**config.mk**
```make
export PLATFORM = sky130hd
export DESIGN_NAME = icache_refill
export DESIGN_NICKNAME = d
export VERILOG_FILES = /design/src/rtl/icache_refill_pkg.sv /design/src/rtl/icache_refill_rr_way_select.sv /design/src/rtl/icache_refill.sv
export SDC_FILE = /design/constraint.sdc
export NUM_CORES = 1
export LEC_CHECK = 0
export BUFFER_PORTS_ARGS = -buffer_cell sky130_fd_sc_hd__buf_4
export CORE_MARGIN = 2
export CORE_UTILIZATION = 40
export DETAILED_ROUTE_END_ITERATION = 8
export PLACE_DENSITY = 0.8
export SETUP_SLACK_MARGIN = 0.2
export SYNTH_ARGS = -nofsm -noshare
export SYNTH_HDL_FRONTEND = slang
export SYNTH_SLANG_ARGS = --single-unit
```
**constraint.sdc**
```tcl
create_clock -name i_clk -period 2.1 [get_ports i_clk]
set_clock_uncertainty 0.15 [all_clocks]
set_input_delay 0.42 -clock i_clk [delete_from_list [all_inputs] [get_ports i_clk]]
set_output_delay 0.42 -clock i_clk [all_outputs]
set_load 0.01 [all_outputs]
```
**src/rtl/icache_refill_pkg.sv**
```systemverilog
// Shared ICache refill types: address/tag/data entry layouts, refill FSM states
// and the tag composition helper used by both the match stage and the fill writer.
package icache_refill_pkg;

  localparam int ICACHE_ASSOC        = 4;
  localparam int ICACHE_LINE_BEATS   = 4;
  localparam int ICACHE_BEAT_WIDTH   = 64;
  localparam int ICACHE_INDEX_WIDTH  = 6;
  localparam int PADDR_WIDTH         = 32;
  localparam int ICACHE_LINE_WIDTH   = ICACHE_LINE_BEATS * ICACHE_BEAT_WIDTH;
  localparam int ICACHE_OFFSET_WIDTH = $clog2(ICACHE_LINE_WIDTH / 8);
  localparam int ICACHE_TAG_WIDTH    = PADDR_WIDTH - ICACHE_OFFSET_WIDTH - ICACHE_INDEX_WIDTH;

  typedef logic [PADDR_WIDTH-1:0] paddr_t;

  typedef struct packed {
    logic                        valid;
    logic [ICACHE_TAG_WIDTH-1:0] tag;
  } icache_tag_entry_t;

  typedef struct packed {
    logic [ICACHE_LINE_WIDTH-1:0] data;
  } icache_data_entry_t;

  typedef enum logic [2:0] {
    IDLE  = 3'd0,
    REQ   = 3'd1,
    RECV  = 3'd2,
    WRITE = 3'd3,
    ERR   = 3'd4,
    DRAIN = 3'd5
  } icache_refill_state_t;

  function automatic icache_tag_entry_t compose_icache_tag_entry(input paddr_t paddr);
    icache_tag_entry_t e;
    e.valid = 1'b1;
    e.tag   = paddr[PADDR_WIDTH-1 -: ICACHE_TAG_WIDTH];
    return e;
  endfunction

endpackage

```
**src/rtl/icache_refill_rr_way_select.sv**
```systemverilog
// Round-robin victim way counter; advances only on a committed fill.
module rr_way_select #(
  parameter int ASSOC = 4
) (
  input  logic                     i_clk,
  input  logic                     i_rst_n,
  input  logic                     i_advance,
  output logic [$clog2(ASSOC)-1:0] o_way
);

  localparam int WW = $clog2(ASSOC);

  logic [WW-1:0] way_q, way_d;

  always_comb begin
    way_d = way_q;
    if (i_advance) begin
      way_d = (way_q == WW'(ASSOC - 1)) ? '0 : way_q + WW'(1);
    end
  end

  always_ff @(posedge i_clk or negedge i_rst_n) begin
    if (!i_rst_n) way_q <= '0;
    else          way_q <= way_d;
  end

  assign o_way = way_q;

endmodule

```
**src/rtl/icache_refill.sv**
```systemverilog
// ICache miss handler: issues one line read, assembles the returned beats and
// writes one tag + data entry into a round-robin way, or reports a bus error.
module icache_refill
  import icache_refill_pkg::*;
#(
  parameter int ASSOC       = ICACHE_ASSOC,
  parameter int LINE_BEATS  = ICACHE_LINE_BEATS,
  parameter int BEAT_WIDTH  = ICACHE_BEAT_WIDTH,
  parameter int INDEX_WIDTH = ICACHE_INDEX_WIDTH
) (
  input  logic                     i_clk,
  input  logic                     i_rst_n,
  input  logic                     i_flush,
  input  logic                     i_miss_valid,
  input  paddr_t                   i_miss_paddr,
  output logic                     o_miss_ready,
  output logic                     o_mem_req_valid,
  output paddr_t                   o_mem_req_addr,
  input  logic                     i_mem_req_ready,
  input  logic                     i_mem_resp_valid,
  input  logic [BEAT_WIDTH-1:0]    i_mem_resp_data,
  input  logic                     i_mem_resp_err,
  output logic                     o_fill_valid,
  output logic [$clog2(ASSOC)-1:0] o_fill_way,
  output logic [INDEX_WIDTH-1:0]   o_fill_index,
  output icache_tag_entry_t        o_fill_tag,
  output icache_data_entry_t       o_fill_data,
  output logic                     o_fill_err,
  output logic                     o_busy
);

  localparam int LINE_WIDTH   = LINE_BEATS * BEAT_WIDTH;
  localparam int OFFSET_WIDTH = $clog2(LINE_WIDTH / 8);
  localparam int LADDR_WIDTH  = PADDR_WIDTH - OFFSET_WIDTH;
  localparam int BCW          = $clog2(LINE_BEATS);

  // Handshakes: miss and mem request transfer on a cycle where valid and ready
  // are both high; valid, once raised, holds with a stable payload until then.
  // Response beats have no ready and are taken on every cycle valid is high.

  icache_refill_state_t   state_q, state_d;
  logic [LADDR_WIDTH-1:0] line_addr_q, line_addr_d;
  logic [BCW-1:0]         beat_q, beat_d;
  logic                   err_q, err_d;
  logic [LINE_WIDTH-1:0]  line_q, line_d;
  logic                   rr_advance;
  logic [$clog2(ASSOC)-1:0] rr_way;
  logic                   last_beat;
  logic                   in_write;
  logic                   unused_offset_bits;

  assign last_beat          = (beat_q == BCW'(LINE_BEATS - 1));
  assign unused_offset_bits = ^i_miss_paddr[OFFSET_WIDTH-1:0];

  always_comb begin
    state_d         = state_q;
    line_addr_d     = line_addr_q;
    beat_d          = beat_q;
    err_d           = err_q;
    line_d          = line_q;
    rr_advance      = 1'b0;
    o_miss_ready    = 1'b0;
    o_mem_req_valid = 1'b0;
    o_fill_valid    = 1'b0;
    o_fill_err      = 1'b0;
    case (state_q)
      IDLE: begin
        o_miss_ready = 1'b1;
        if (i_miss_valid) begin
          line_addr_d = i_miss_paddr[PADDR_WIDTH-1:OFFSET_WIDTH];
          err_d       = 1'b0;
          beat_d      = '0;
          state_d     = REQ;
        end
      end
      REQ: begin
        o_mem_req_valid = 1'b1;
        if (i_flush) begin
          state_d = IDLE;
        end else if (i_mem_req_ready) begin
          beat_d  = '0;
          state_d = RECV;
        end
      end
      RECV: begin
        if (i_mem_resp_valid) begin
          beat_d = beat_q + BCW'(1);
          if (i_flush) begin
            // The flushed beat still counts, so a flush on the last beat has nothing left to drain.
            state_d = last_beat ? IDLE : DRAIN;
          end else begin
            line_d[int'(beat_q) * BEAT_WIDTH +: BEAT_WIDTH] = i_mem_resp_data;
            err_d = err_q | i_mem_resp_err;
            if (last_beat) state_d = (err_q | i_mem_resp_err) ? ERR : WRITE;
          end
        end else if (i_flush) begin
          state_d = DRAIN;
        end
      end
      WRITE: begin
        o_fill_valid = ~i_flush;
        rr_advance   = ~i_flush;
        state_d      = IDLE;
      end
      ERR: begin
        o_fill_err = 1'b1;
        state_d    = IDLE;
      end
      DRAIN: begin
        if (i_mem_resp_valid) begin
          beat_d = beat_q + BCW'(1);
          if (last_beat) state_d = IDLE;
        end
      end
      default: state_d = IDLE;
    endcase
  end

  always_ff @(posedge i_clk or negedge i_rst_n) begin
    if (!i_rst_n) begin
      state_q     <= IDLE;
      line_addr_q <= '0;
      beat_q      <= '0;
      err_q       <= 1'b0;
      line_q      <= '0;
    end else begin
      state_q     <= state_d;
      line_addr_q <= line_addr_d;
      beat_q      <= beat_d;
      err_q       <= err_d;
      line_q      <= line_d;
    end
  end

  rr_way_select #(.ASSOC(ASSOC)) u_rr (
    .i_clk     (i_clk),
    .i_rst_n   (i_rst_n),
    .i_advance (rr_advance),
    .o_way     (rr_way)
  );

  // Fill payload is held at zero outside WRITE so the array bus idles quietly.
  assign in_write       = (state_q == WRITE);
  assign o_mem_req_addr = paddr_t'({line_addr_q, {OFFSET_WIDTH{1'b0}}});
  assign o_fill_way     = in_write ? rr_way : '0;
  assign o_fill_index   = in_write ? line_addr_q[INDEX_WIDTH-1:0] : '0;
  assign o_fill_tag     = in_write ? compose_icache_tag_entry(o_mem_req_addr) : '0;
  assign o_fill_data    = in_write ? icache_data_entry_t'(line_q) : '0;
  assign o_busy         = (state_q != IDLE);

endmodule

```
==> out/results.txt, run 1 <==
For the worst setup path, the data required time is 1.53 ns. The total power per unit cell area works out to 912 mW/mm². Combinational group share of total power: 0.317. Overall track demand over capacity in global routing: 0.256. The signal on the critical path passes through and3_4 -> buf_12 -> buf_12 -> clkbuf_16 -> and2_1 -> buf_4. Synthesis produced 1,436 cells.

Across the run, the number of max-cap violations was 0. The path class of the tightest hold or removal check is in -> reg. Setup repair after global routing could not meet its margin everywhere.

The flow ran to the end, but the final reports show violations. The mean area per synthesized cell was 9.33 µm². The detailed router finished its first iteration with 851 violations.

The tools report the routing usage on met1 as 0.306. Detailed placement ended at an HPWL of 28,600 µm. The worst hold path cell count works out to 3. The final setup slack of the worst path is -0.420 ns. The total net switching power is 6170 µW, and the count of H-tree levels built during CTS is 1. From bottom edge to top edge, the die measures 187 µm. The share of the clock period used by the worst path after layout was 1.20. The checks that failed: negative setup slack. The netlist uses 40 different library cells. After detailed routing, the number of vias per cell comes to 5.20. In the post-synthesis netlist, the cell with the most instances is sky130_fd_sc_hd__nand2_1.

The number of logic stages on the critical path including buffering works out to 6. The total overflow left after global routing is 0. The post-CTS clock slew at the launch and capture registers of the worst setup and hold paths works out to 0.06 ns. The net switching fraction of the power is 0.321, and the die width is 187 µm. The run gives 426 as the number of top-level pins. After filler insertion, the fill cell instance count of the layout stands at 2,412.

The via count of the first global-routing pass was 12,889; the met3 track demand over resource was 0.0505. The clock net in this run drives a total of 291 sinks. The post-layout minimum cycle time works out to 2.52 ns. The fraction of power consumed by the clock network came out at 0.317.

The count of final max-slew check failures came out at 0. The root buffer cell is sky130_fd_sc_hd__clkbuf_16. The arrival time of data at the critical path endpoint came out at 1.95 ns. The largest total area in the synthesized netlist belongs to sky130_fd_sc_hd__dfrtp_1. The final route contains 12,616 vias. Based on the critical path, the design can be clocked at up to 397 MHz. Clock latency on the worst-skew pair, taken at its later pin, is 0.56 ns.

The maximum resistive drop on vdd was 0.805 mV; the fraction of final layout cells sized beyond drive strength 1 was 0.377. Cell internal power was estimated by the tool at 13,000 µW. The cell area that synthesis handed to floorplanning was 0.0134 mm².

The biggest cell delay along the critical path is 0.40 ns. The predominant post-synthesis flop cell is sky130_fd_sc_hd__dfrtp_1. In the routed design, unresolved DRC markers number 0. The run gives -106.42 ns as the final total negative setup slack.

The floorplan step defined a die boundary enclosing 0.0350 mm². TritonCTS built the clock tree. On the critical path the largest part of the delay comes from buffers and inverters.

Buffers placed on the I/O ports in this run total 415. After global routing, the most crowded layer is met2. The layout net count was 2,063; the critical-path maximum fanout was 13. The worst setup path is launched from a flip-flop.

The maximum number of pins on one net before global-route repair is 62. Area share of the largest cell type after synthesis: 0.543. The average wire length per cell after detail routing works out to 19.7 µm. The tools report the final setup violation count as 393. The cell that appears most often on the critical path is sky130_fd_sc_hd__buf_12.

The number of warnings reported in the yosys synthesis log is 0. The total power is 19,200 µW. Summed over all layers, the routed wires come to 47,900 µm. Synthesis inferred 291 register bits. The starting density of the core was 0.403; the share of power burned in registers was 0.366. The met2 track utilization from global routing was 0.453; the core region area was 0.0333 mm². The cell type of the slowest stage on the worst timing path was sky130_fd_sc_hd__dfrtp_1. Routability-driven placement finished with a final weighted congestion of 0.839. Counting both buffers and inverters, the worst setup path holds a total of 4.

Relative to the synthesized area, the layout overhead comes to 57.0%. For the row count, the log shows 67. The detail route stage leaves a number of antenna-violating nets equal to 0. The number of buffers inserted during clock tree synthesis came out at 30.

Counting instances in the post-synthesis netlist gives the leading cell types as sky130_fd_sc_hd__nand2_1, sky130_fd_sc_hd__dfrtp_1, sky130_fd_sc_hd__and2_1. The worst register-to-register path has a depth of 9. The worst setup path is of the reg -> out kind. The share of flip-flops with an asynchronous set or reset is 1.00, and the global-route wire length before repair is 71,600 µm. Maximum buffer depth of the clock tree: 3.

The tools report the endpoint class of the critical path as an output port. The count of flip-flops with a built-in enable after synthesis was 0. The analysis attributes to cell leakage a power of 0.0100 µW.

After synthesis, the cell types taking the most area are sky130_fd_sc_hd__dfrtp_1, sky130_fd_sc_hd__and2_1, sky130_fd_sc_hd__nand2_1, sky130_fd_sc_hd__o21ai_1, sky130_fd_sc_hd__a22o_1. For the post-synthesis sequential area ratio, the log shows 0.543. For the number of antenna violations at the first check in global routing, the log shows 1. The length of the first detailed-routing pass in iterations was 5; the hold violation count in the final report was 0.
state kept, by name, indices dropped and copies added (netlist names):
name         cells
line_addr_q     27
state_q          3
u_rr.o_way       2
err_q            1
line_q         256
beat_q           2
final timing paths:
path	slack, ns	end	start
min	0.04	err_q$_DFFE_PN0P_	i_mem_resp_err
min reg2reg	0.33	line_q[163]$_DFFE_PN0P_	line_q[163]$_DFFE_PN0P_
min in group asynchronous	0.24	line_q[82]$_DFFE_PN0P_	i_rst_n
max in group asynchronous	0.83	line_q[209]$_DFFE_PN0P_	i_rst_n
max reg2reg	-0.12	line_q[168]$_DFFE_PN0P_	state_q[0]$_DFFE_PN0P_
max	-0.42	o_fill_data[172]	state_q[1]$_DFFE_PN0P_
layout make-up:
class / count / area, µm² / area share
antenna: 1 / 2.50 / 0.000119
clock buffer: 39 / 876 / 0.0416
multi-input combinational: 1021 / 6050 / 0.288
tap: 448 / 561 / 0.0266
sequential: 291 / 7280 / 0.346
timing repair buffer: 601 / 5980 / 0.284
clock inverter: 15 / 258 / 0.0122
inverter: 8 / 32.5 / 0.00155
routing by layer:
metal	share of wire	up-vias
li1	-	5697
met1	0.36	6132
met2	0.51	634
met3	0.076	153
met4	0.048	0
met5	0	-
repair_timing:
| item | 4_1_cts | 5_1_grt |
|---|---|---|
| endpoints found under the hold margin | 315 | 0 |
| gates cloned | 6 | 6 |
| resized for setup | 124 | 115 |
| endpoints found under the setup margin | 488 | 575 |
| buffers inserted | 15 | 3 |
| hold buffers | 92 | 0 |
| pin swaps | 36 | 43 |
power groups by stage:
stage	Clock (µW)	Sequential, µW	Combinational (µW)
floorplan	0	7060	2910
global placement	0	7040	4970
detailed placement	0	7100	5140
CTS	6150	7000	5770
global route	6430	7120	6550
finish	6080	7030	6090
worst register-to-register path: stages, from the launching register on:
cell and delay [ns]:
sky130_fd_sc_hd__dfrtp_2 0.41, sky130_fd_sc_hd__buf_4 0.14, sky130_fd_sc_hd__buf_4 0.15, sky130_fd_sc_hd__nor3b_1 0.24, sky130_fd_sc_hd__buf_4 0.21, sky130_fd_sc_hd__nand3_4 0.22, sky130_fd_sc_hd__buf_12 0.26, sky130_fd_sc_hd__buf_12 0.17
sky130_fd_sc_hd__nand2_1 0.08, sky130_fd_sc_hd__o21ai_1 0.07
kinds of logic (layout without fill, tap and decap cells):
| kind of cell | Yosys count | in the layout | share of synthesized area |
|---|---|---|---|
| simple gates | 706 | 706 | 0.260 |
| flops | 291 | 291 | 0.543 |
| compound gates | 272 | 272 | 0.121 |
| buf+inv | 128 | 663 | 0.0432 |
| mux | 31 | 31 | 0.0260 |
| fa+ha+maj | 7 | 7 | 0.00653 |
| other cells | 1 | 6 | 0.000280 |
layout by cell type (no fill, tap or decap), types with 3 or more instances in the layout:
cell	n
sky130_fd_sc_hd__nor2_1	5
sky130_fd_sc_hd__o21ai_1	197
sky130_fd_sc_hd__nand3_4	4
sky130_fd_sc_hd__and2_1	127
sky130_fd_sc_hd__inv_1	5
sky130_fd_sc_hd__and2_4	159
sky130_fd_sc_hd__buf_12	32
sky130_fd_sc_hd__mux2_1	28
sky130_fd_sc_hd__nand3_1	4
sky130_fd_sc_hd__clkbuf_8	7
sky130_fd_sc_hd__buf_6	141
sky130_fd_sc_hd__ha_1	5
sky130_fd_sc_hd__buf_4	317
sky130_fd_sc_hd__dlygate4sd3_1	92
sky130_fd_sc_hd__conb_1	5
sky130_fd_sc_hd__buf_16	9
sky130_fd_sc_hd__a22o_1	61
sky130_fd_sc_hd__buf_8	5
sky130_fd_sc_hd__dfrtp_1	289
sky130_fd_sc_hd__nand2_1	390
sky130_fd_sc_hd__clkbuf_16	36
sky130_fd_sc_hd__bufinv_16	7
sky130_fd_sc_hd__mux2_2	3
sky130_fd_sc_hd__clkinv_2	6
sky130_fd_sc_hd__o21ai_0	3
metrics by stage:
stage               hold WS (ns)  utilization  setup WS [ns]  area [µm²]  std cells
global route              0.0277        0.632         -0.486       21000       2424
floorplan                -0.0256            -          0.191       13900       1440
finish                    0.0392        0.632         -0.420       21000       2424
CTS                      0.00699        0.616         -0.437       20500       2414
global placement           0.225        0.532         0.0364       17700       2247
detailed placement         0.230        0.532         0.0107       17700       2247
Note: power is estimated with default switching activity, not from simulation.
==> run 2: changes to the inputs <==
--- a/config.mk
+++ b/config.mk
@@ -9,7 +9,7 @@
 export CORE_MARGIN = 2
 export CORE_UTILIZATION = 40
 export DETAILED_ROUTE_END_ITERATION = 8
-export PLACE_DENSITY = 0.8
+export PLACE_DENSITY = 0.77
 export SETUP_SLACK_MARGIN = 0.2
 export SYNTH_ARGS = -nofsm -noshare
 export SYNTH_HDL_FRONTEND = slang
==> constraint.sdc (replaced) <==
create_clock -name i_clk -period 2.5 [get_ports i_clk]
set_clock_uncertainty 0.15 [all_clocks]
set_input_delay 0.5 -clock i_clk [delete_from_list [all_inputs] [get_ports i_clk]]
set_output_delay 0.5 -clock i_clk [all_outputs]
set_load 0.01 [all_outputs]
==> run 2 against run 1 <==
  * Utilization is 2.9 points higher
  * Largest power group is now combinational logic
  * Highest routed layer unchanged
  * First-iteration DRC count is 30% higher
  * The flow still finishes with violations (negative setup slack)
  * Design area rose by 4.6%
  * Worst setup slack improved by 0.29 ns
  * Routed wire length is 21% higher
  * Global-route usage increased by 0.72 points
  * Flip-flop and latch count unchanged
  * Non-clock buffer count is 13 lower
  * Largest cell class unchanged
==> out/results.txt, run 2 (synthesized netlist as in run 1, its figures left out) <==
The number of nets with antenna violations after routing was 0 (unchanged); the height of the chip was 187 µm (unchanged). Area taken by multi-input logic gates: 0.00626 mm² (+3.5%). Setup repair after global routing could not meet its margin everywhere. Root buffer cell: sky130_fd_sc_hd__clkbuf_16. The run gives 0.0171 mm² (-3.6%) as the post-place instance area. The largest registers in the layout are line_q: 256 flops, line_addr_q: 27 flops, state_q: 3 flops. The count of final max-slew check failures was 0 (unchanged).

The run gives 72,500 µm (+1.4%) as the global-route wire length before repair. The top cell types in the final layout, fill and taps aside, are sky130_fd_sc_hd__nand2_1, sky130_fd_sc_hd__dfrtp_1, sky130_fd_sc_hd__buf_6, sky130_fd_sc_hd__and2_4, sky130_fd_sc_hd__buf_4. Dominant delay contributor by cell family on the critical path: buffers and inverters. For the final setup slack of the worst path, the log shows -0.130 ns (+0.290 ns).

The arrival time of data at the critical path endpoint was 1.98 ns (+0.03 ns). The number of maximum-capacitance violations was 0 (unchanged). The run finished, with violations left. The routed design could run at a clock period as short as 2.63 ns.

The average wire length per cell after detail routing came out at 24.0 µm (+22%). For the worst slack on hold paths, the log shows 0.0290 ns (-0.0102 ns). The most common cell after layout, fill and taps aside was sky130_fd_sc_hd__nand2_1. The die area is 0.0350 mm² (unchanged). The sum of net half-perimeters after detailed placement was 27,300 µm (-4.4%).

Uppermost signal routing layer after detailed routing: met4. Worst min-delay path category: in -> reg. The biggest cell delay along the critical path was 0.38 ns (-0.02 ns). For the clock latency at the later pin of the worst-skew pair, the log shows 0.56 ns (about the same). The logs give 1 (unchanged) for the count of H-tree levels built during CTS and 58,000 µm (+21%) for the final wirelength. The checks that failed: negative setup slack. Combined flip-flop and latch cell area: 0.00729 mm² (about the same). The logs give 2,316 (-4.0%) for the number of filler instances in the final layout and 0.0220 mm² (+4.6%) for the finished layout cell area. The total power is 16,900 µW (-12%). The run gives 0.08 ns (+0.20 ns) as the setup slack on the worst flop-to-flop path. The number of antenna violations at the first check in global routing was 1 (unchanged); the leakage power of the design was 0.0104 µW (+3.5%). For the layout net count, the log shows 2,053 (-0.48%). The signal on the critical path passes through inv_2 -> and3_4 -> buf_12 -> buf_12 -> clkbuf_16 -> and2_4 -> buf_6.

The fraction of final layout cells sized beyond drive strength 1 was 0.443 (+0.0655). In this design, the critical path's most frequently occurring cell is sky130_fd_sc_hd__buf_12. The setup path with the least slack is of type reg -> out. The total clock sinks is 291 (unchanged), and the share of the clock period used by the worst path after layout is 1.05.

For the starting density of the core, the log shows 0.403 (unchanged). TritonCTS built the clock tree. The via count of the first global-routing pass came out at 12,611 (-2.2%). From synthesis to final layout, the design area changed by 64.2%. The worst slew margin relative to its limit is 0.651, and the total power per unit cell area is 770 mW/mm² (-16%).

For the amount of wire on met2 after detailed routing, the log shows 28,600 µm (+16%). The routed via count divided by cell count was 5.52 (+6.1%). STA classifies the critical path endpoint as an output port. The overall track demand over capacity in global routing was 0.263 (+0.00717). The global placement routability congestion was 0.807 (-3.8%). The run gives 13,327 (+5.6%) as the total number of vias. For the total congestion overflow, the log shows 0 (unchanged). Among all stages on the critical path, the largest delay is contributed by sky130_fd_sc_hd__dfrtp_1. STA classifies the critical path startpoint as a flip-flop.

For the number of buffers inserted during clock tree synthesis, the log shows 31 (+3.3%). The final setup violation count came out at 280 (-29%). The run gives 3 (unchanged) as the maximum buffer depth of the clock tree.

The length of the first detailed-routing pass in iterations is 5 (unchanged), and the row count is 67 (unchanged). Total buffers and inverters traversed by the critical path: 5 (+1). For the pin with the worst max-slew slack, the measured transition is 0.523 ns. The post-CTS clock slew at the launch and capture registers of the worst setup and hold paths is 0.06 ns (about the same).

For the core region area, the log shows 0.0333 mm² (unchanged). Ranked by flip-flop count, first place goes to line_q. The count of buffers from port buffering is 415 (unchanged), and the detailed-route wire length on metal 1 is 20,700 µm (+19%).

The flip-flop count of the largest register, all copies and words added came out at 256 (unchanged). The number of top-level pins was 426 (unchanged); the residual DRC count was 0 (unchanged). The die width was 187 µm (unchanged). The maximum resistive drop on vdd was 0.652 mV (-19%); the number of violations reported at the end of detailed-routing iteration 0 was 1,105 (+30%). The endpoint required time on the critical path is 1.85 ns (+0.32 ns), and the hold violation count in the final report is 0 (unchanged).

The routed length on met3 came out at 5480 µm (+51%). Maximum number of pins on one net before global-route repair: 70 (+13%). For this run, the top clock speed supported by timing is 380 MHz. The critical-path maximum fanout was 8 (-5).
run 2: changes by cell type in the layout (fill, tap and decap cells not counted), moves of 3 or more:
cell	before	now
sky130_fd_sc_hd__dlygate4sd3_1	92	27
sky130_fd_sc_hd__buf_12	32	26
sky130_fd_sc_hd__buf_8	5	8
sky130_fd_sc_hd__buf_4	317	219
sky130_fd_sc_hd__clkbuf_16	36	52
sky130_fd_sc_hd__and2_4	159	231
sky130_fd_sc_hd__buf_16	9	32
sky130_fd_sc_hd__buf_6	141	255
sky130_fd_sc_hd__clkbuf_1	1	7
sky130_fd_sc_hd__and2_1	127	55
sky130_fd_sc_hd__bufinv_16	7	3
run 2: final timing paths:
| path | startpoint | endpoint | cells after the start |
|---|---|---|---|
| max | state_q[2]$_DFFE_PN0P_ | o_fill_tag[3] | 7 |
| min | i_mem_resp_data[43] | line_q[235]$_DFFE_PN0P_ | 2 |
| max reg2reg | state_q[0]$_DFFE_PN0P_ | state_q[0]$_DFFE_PN0P_ | 10 |
| min reg2reg | line_q[89]$_DFFE_PN0P_ | line_q[89]$_DFFE_PN0P_ | 2 |
| max in group asynchronous | i_rst_n | state_q[1]$_DFFE_PN0P_ | 3 |
| min in group asynchronous | i_rst_n | line_q[52]$_DFFE_PN0P_ | 2 |
run 2: timing repair:
item,CTS,global route
pin swaps,72,110
resized for setup,247,308
cloned,26,34
endpoints found under the setup margin,446,508
hold buffers,27,0
hold endpoints to repair,62,0
buffers inserted,21,32
run 2: final cells by class:
| type | count | share of cell area |
|---|---|---|
| Clock inverter | 10 | 0.00597 |
| Clock buffer | 45 | 0.0408 |
| Multi-Input combinational cell | 1023 | 0.285 |
| Tap cell | 448 | 0.0255 |
| Timing Repair Buffer | 588 | 0.311 |
| Sequential cell | 291 | 0.331 |
| Inverter | 8 | 0.00136 |
| Antenna cell | 1 | 0.000114 |
run 2: worst register-to-register path, stage by stage, from the launching register on:
cell	delay [ns]
sky130_fd_sc_hd__dfrtp_2	0.42
sky130_fd_sc_hd__buf_6	0.13
sky130_fd_sc_hd__buf_6	0.11
sky130_fd_sc_hd__buf_8	0.13
sky130_fd_sc_hd__buf_6	0.12
sky130_fd_sc_hd__buf_4	0.13
sky130_fd_sc_hd__buf_4	0.13
sky130_fd_sc_hd__and3b_1	0.20
sky130_fd_sc_hd__o21ai_1	0.15
sky130_fd_sc_hd__a21bo_2	0.26
sky130_fd_sc_hd__mux2_1	0.35
run 2: report_power, final:
group	switching, µW	leakage [µW]	internal (µW)
clock	1950	0.000507	2780
combinational	3260	0.00590	2990
sequential	526	0.00395	5430
total	5730	0.0104	11200
run 2: per-layer routing:
| metal | vias up | global-route usage |
|---|---|---|
| met5 | - | 0 |
| met4 | 0 | 0.0983 |
| met3 | 212 | 0.0576 |
| met2 | 858 | 0.457 |
| met1 | 6569 | 0.320 |
| li1 | 5688 | - |
run 2: stage by stage:
stage | TNS [ns] | setup WS (ns) | instances | util
after floorplan | 0 | 0.260 | 1440 | -
after global placement | 0 | 0.262 | 2218 | 0.513
after detailed placement | 0 | 0.127 | 2218 | 0.513
after CTS | -21.94 | -0.147 | 2347 | 0.603
after global routing | -31.27 | -0.175 | 2414 | 0.661
final | -18.60 | -0.130 | 2414 | 0.661
==> run 3: changes to the inputs <==
--- a/config.mk
+++ b/config.mk
@@ -7,9 +7,9 @@
 export LEC_CHECK = 0
 export BUFFER_PORTS_ARGS = -buffer_cell sky130_fd_sc_hd__buf_4
 export CORE_MARGIN = 2
-export CORE_UTILIZATION = 40
+export CORE_UTILIZATION = 50
 export DETAILED_ROUTE_END_ITERATION = 8
-export PLACE_DENSITY = 0.77
+export PLACE_DENSITY = 0.91
 export SETUP_SLACK_MARGIN = 0.2
 export SYNTH_ARGS = -nofsm -noshare
 export SYNTH_HDL_FRONTEND = slang
==> run 3 against run 2 <==
  * Register-to-register slack better by 0.03 ns
  * Global-route usage increased by 7.7 points
  * Final cell count shrank 8.1%
  * Critical path type unchanged
  * The flow still finishes with violations (negative setup slack)
  * Die area fell by 20%
  * Combinational power down 11%
  * Largest cell class unchanged
  * Clock power is 5.3% higher
  * Fmax down 2.0%
  * Sequential share of layout area increased by 2.9 points
  * Critical endpoint is now o_fill_tag[10]
  * Worst setup slack got worse by 0.054 ns
  * Hold slack got worse by 0.013 ns
==> out/results.txt, run 3 (synthesized netlist as in run 1, its figures left out) <==
The run finished, with violations left. The final reports fail on negative setup slack. The tools report the starting density of the core as 0.511 (+0.109). The critical path is of the reg -> out type. The critical path starts at state_q[2]$_DFFE_PN0P_. The global placement routability congestion is 0.868 (+7.5%), and the number of maximum-capacitance violations is 0 (unchanged).

The total power per unit cell area works out to 818 mW/mm² (+6.2%). In this run the clock root is driven by a sky130_fd_sc_hd__clkbuf_16. The maximum number of pins on one net before global-route repair came out at 62 (-11%). Final setup violation count: 273 (-2.5%). Setup repair after global routing could not meet its margin everywhere. The setup slack on the worst flop-to-flop path was 0.11 ns (+0.03 ns); the average wire length per cell after detail routing was 25.0 µm (+3.9%). Maximum clock frequency: 373 MHz (-2.0%). The endpoint class of the critical path was an output port. Height of the chip: 168 µm (-10%). The fraction of power consumed by the clock network is 0.302 (+0.023), and the final cell count without fillers is 2,219 (-8.1%).

The net switching fraction of the power was 0.343 (+0.00481); the maximum resistive drop on vdd was 0.944 mV (+45%). For the residual DRC count, the log shows 0 (unchanged). The run gives 0.0281 mm² (-20%) as the die area. For the amount of wire on met2 after detailed routing, the log shows 26,500 µm (-7.3%).

The global-route wire length before repair was 75,300 µm (+3.8%); the length of the first detailed-routing pass in iterations was 7 (+2). The transition time at the pin with the least slew margin was 0.502 ns (-0.0205 ns); the row count was 59 (-12%). The worst slack on hold paths was 0.0159 ns (-0.0131 ns); the sum of net half-perimeters after detailed placement was 27,900 µm (+2.3%).

The critical-path maximum fanout is 7 (-1). The endpoint required time on the critical path was 1.85 ns (about the same); the leakage power of the design was 0.00967 µW (-6.7%). The worst register-to-register path ends at line_q[253]$_DFFE_PN0P_.

TritonCTS built the clock tree. Following the worst setup path forward leads to its endpoint at o_fill_tag[10]. The via count of the first global-routing pass was 13,162 (+4.4%); the clock latency at the later pin of the worst-skew pair was 0.55 ns (about the same). Fraction of final layout cells sized beyond drive strength 1: 0.382 (-0.0611).

The logs give 5670 µW (-1.1%) for the total net switching power and 3 (unchanged) for the maximum buffer depth of the clock tree. The number of buffers inserted during clock tree synthesis is 30 (-3.2%). The core region area is 0.0262 mm² (-21%), and the overall track demand over capacity in global routing is 0.340 (+0.0771). The post-layout minimum cycle time was 2.68 ns (+0.0542 ns); the arrival time of data at the critical path endpoint was 2.03 ns (+0.05 ns). The flip-flop count of the largest register, all copies and words added is 256 (unchanged). The area added between synthesis and finish was 50.8%. Launch point of the worst reg-to-reg path: beat_q[1]$_DFFE_PN0P_. The number of antenna violations at the first check in global routing came out at 1 (unchanged). In the layout the commonest cells are sky130_fd_sc_hd__nand2_1, sky130_fd_sc_hd__dfrtp_1, sky130_fd_sc_hd__buf_4, sky130_fd_sc_hd__o21ai_1, sky130_fd_sc_hd__buf_6. Register with the highest flop count: line_q.

The routed via count divided by cell count is 6.11 (+11%). The logs give 426 (unchanged) for the number of top-level pins and 10,800 µW (-3.2%) for the cell internal power dissipation. The count of buffers from port buffering came out at 415 (unchanged). The share of power burned in registers was 0.362 (+0.010); the length in cells of the worst reg-to-reg path was 6 (-4). Total number of vias: 13,564 (+1.8%). Total congestion overflow: 0 (unchanged). The tools report the final total negative setup slack as -22.48 ns (-3.89 ns).

The count of H-tree levels built during CTS is 1 (unchanged). The post-CTS clock slew at the launch and capture registers of the worst setup and hold paths came out at 0.07 ns (about the same). Worst min-delay path category: in -> reg.

STA classifies the critical path startpoint as a flip-flop. For the layout net count, the log shows 1,971 (-4.0%). The routed length on met3 is 6430 µm (+17%). The number of violations reported at the end of detailed-routing iteration 0 came out at 2,029 (+84%). Leaving out fill and tap cells, the most frequent cell in the layout is sky130_fd_sc_hd__nand2_1.

Total clock sinks: 291 (unchanged). For the combinational group share of total power, the log shows 0.337 (-0.032). Number of diodes: 0 (-1). The highest layer touched by signal routing is met4.

The tools report the final setup slack of the worst path as -0.184 ns (-0.0542 ns). The run gives 2,113 (-4.7%) as the number of placed cells counting well taps. The worst slew margin relative to its limit was 0.665 (+0.0137); the hold violation count in the final report was 0 (unchanged).

The logs give 0 (unchanged) for the number of nets with antenna violations after routing and 55,400 µm (-4.5%) for the final wirelength. The die width works out to 168 µm (-10%). The run gives 18,500 µm (-10%) as the detailed-route wire length on metal 1. The largest registers in the layout are line_q: 256 flops, line_addr_q: 27 flops, state_q: 3 flops. The share of the clock period used by the worst path after layout was 1.07 (+0.0217); the count of final max-slew check failures was 0 (unchanged).
## run 3: worst max-delay path: stages, from the launching register on
cell and delay, ns:
sky130_fd_sc_hd__dfrtp_1 0.40, sky130_fd_sc_hd__inv_2 0.06, sky130_fd_sc_hd__and3_4 0.20, sky130_fd_sc_hd__buf_12 0.15, sky130_fd_sc_hd__buf_8 0.13, sky130_fd_sc_hd__buf_12 0.10, sky130_fd_sc_hd__buf_16 0.11, sky130_fd_sc_hd__and2_4 0.19
sky130_fd_sc_hd__buf_6 0.12
## run 3: metrics by stage
step | utilization | area [µm²] | setup slack, ns | power, µW
after CTS | 0.732 | 19200 | -0.105 | 15500
after global routing | 0.771 | 20200 | -0.202 | 17000
final | 0.771 | 20200 | -0.184 | 16500
after global placement | 0.651 | 17100 | 0.370 | 9730
after floorplan | - | 13400 | 0.260 | 8000
after detailed placement | 0.651 | 17100 | 0.219 | 9980
## run 3: per-layer routing
metal,vias to the layer above,global-route usage
met4,0,0.171
met5,-,0
met1,6559,0.399
li1,5495,-
met3,349,0.0839
met2,1161,0.584
## run 3: layout make-up
cell class	instances	area, µm²
Multi-Input combinational cell	1021	6000
Timing Repair Buffer	509	5380
Clock buffer	44	925
Tap cell	335	419
Fill cell	1383	6000
Inverter	8	30.0
Sequential cell	291	7280
Clock inverter	11	171
## run 3: repair_timing
| item | in CTS | in global routing |
|---|---|---|
| pin swaps | 33 | 58 |
| endpoints found under the setup margin | 289 | 418 |
| gates cloned | 13 | 17 |
| hold buffers | 6 | 0 |
| resized for setup | 141 | 197 |
| setup buffers | 12 | 3 |
| hold endpoints to repair | 55 | 0 |
## run 3: worst min-delay path by stage
stage	start	endpoint	slack, ns	cells after the start
after floorplan	i_rst_n	beat_q[0]$_DFFE_PN0P_	0.05	0
after global placement	line_q[153]$_DFFE_PN0P_	line_q[153]$_DFFE_PN0P_	0.31	2
after detailed placement	i_rst_n	line_q[143]$_DFFE_PN0P_	0.32	1
after CTS	i_miss_paddr[24]	line_addr_q[19]$_DFFE_PN0P_	0.0002	2
after global routing	i_miss_paddr[27]	line_addr_q[22]$_DFFE_PN0P_	0.004	2
final	i_miss_paddr[27]	line_addr_q[22]$_DFFE_PN0P_	0.02	2
## run 3: power groups by stage
| stage | registers (µW) | logic, µW | clock network [µW] |
|---|---|---|---|
| detailed placement | 5940 | 4040 | 0 |
| global route | 6040 | 5790 | 5170 |
| finish | 5970 | 5560 | 4980 |
| CTS | 5880 | 4710 | 4930 |
| global placement | 5870 | 3860 | 0 |
| floorplan | 5910 | 2090 | 0 |
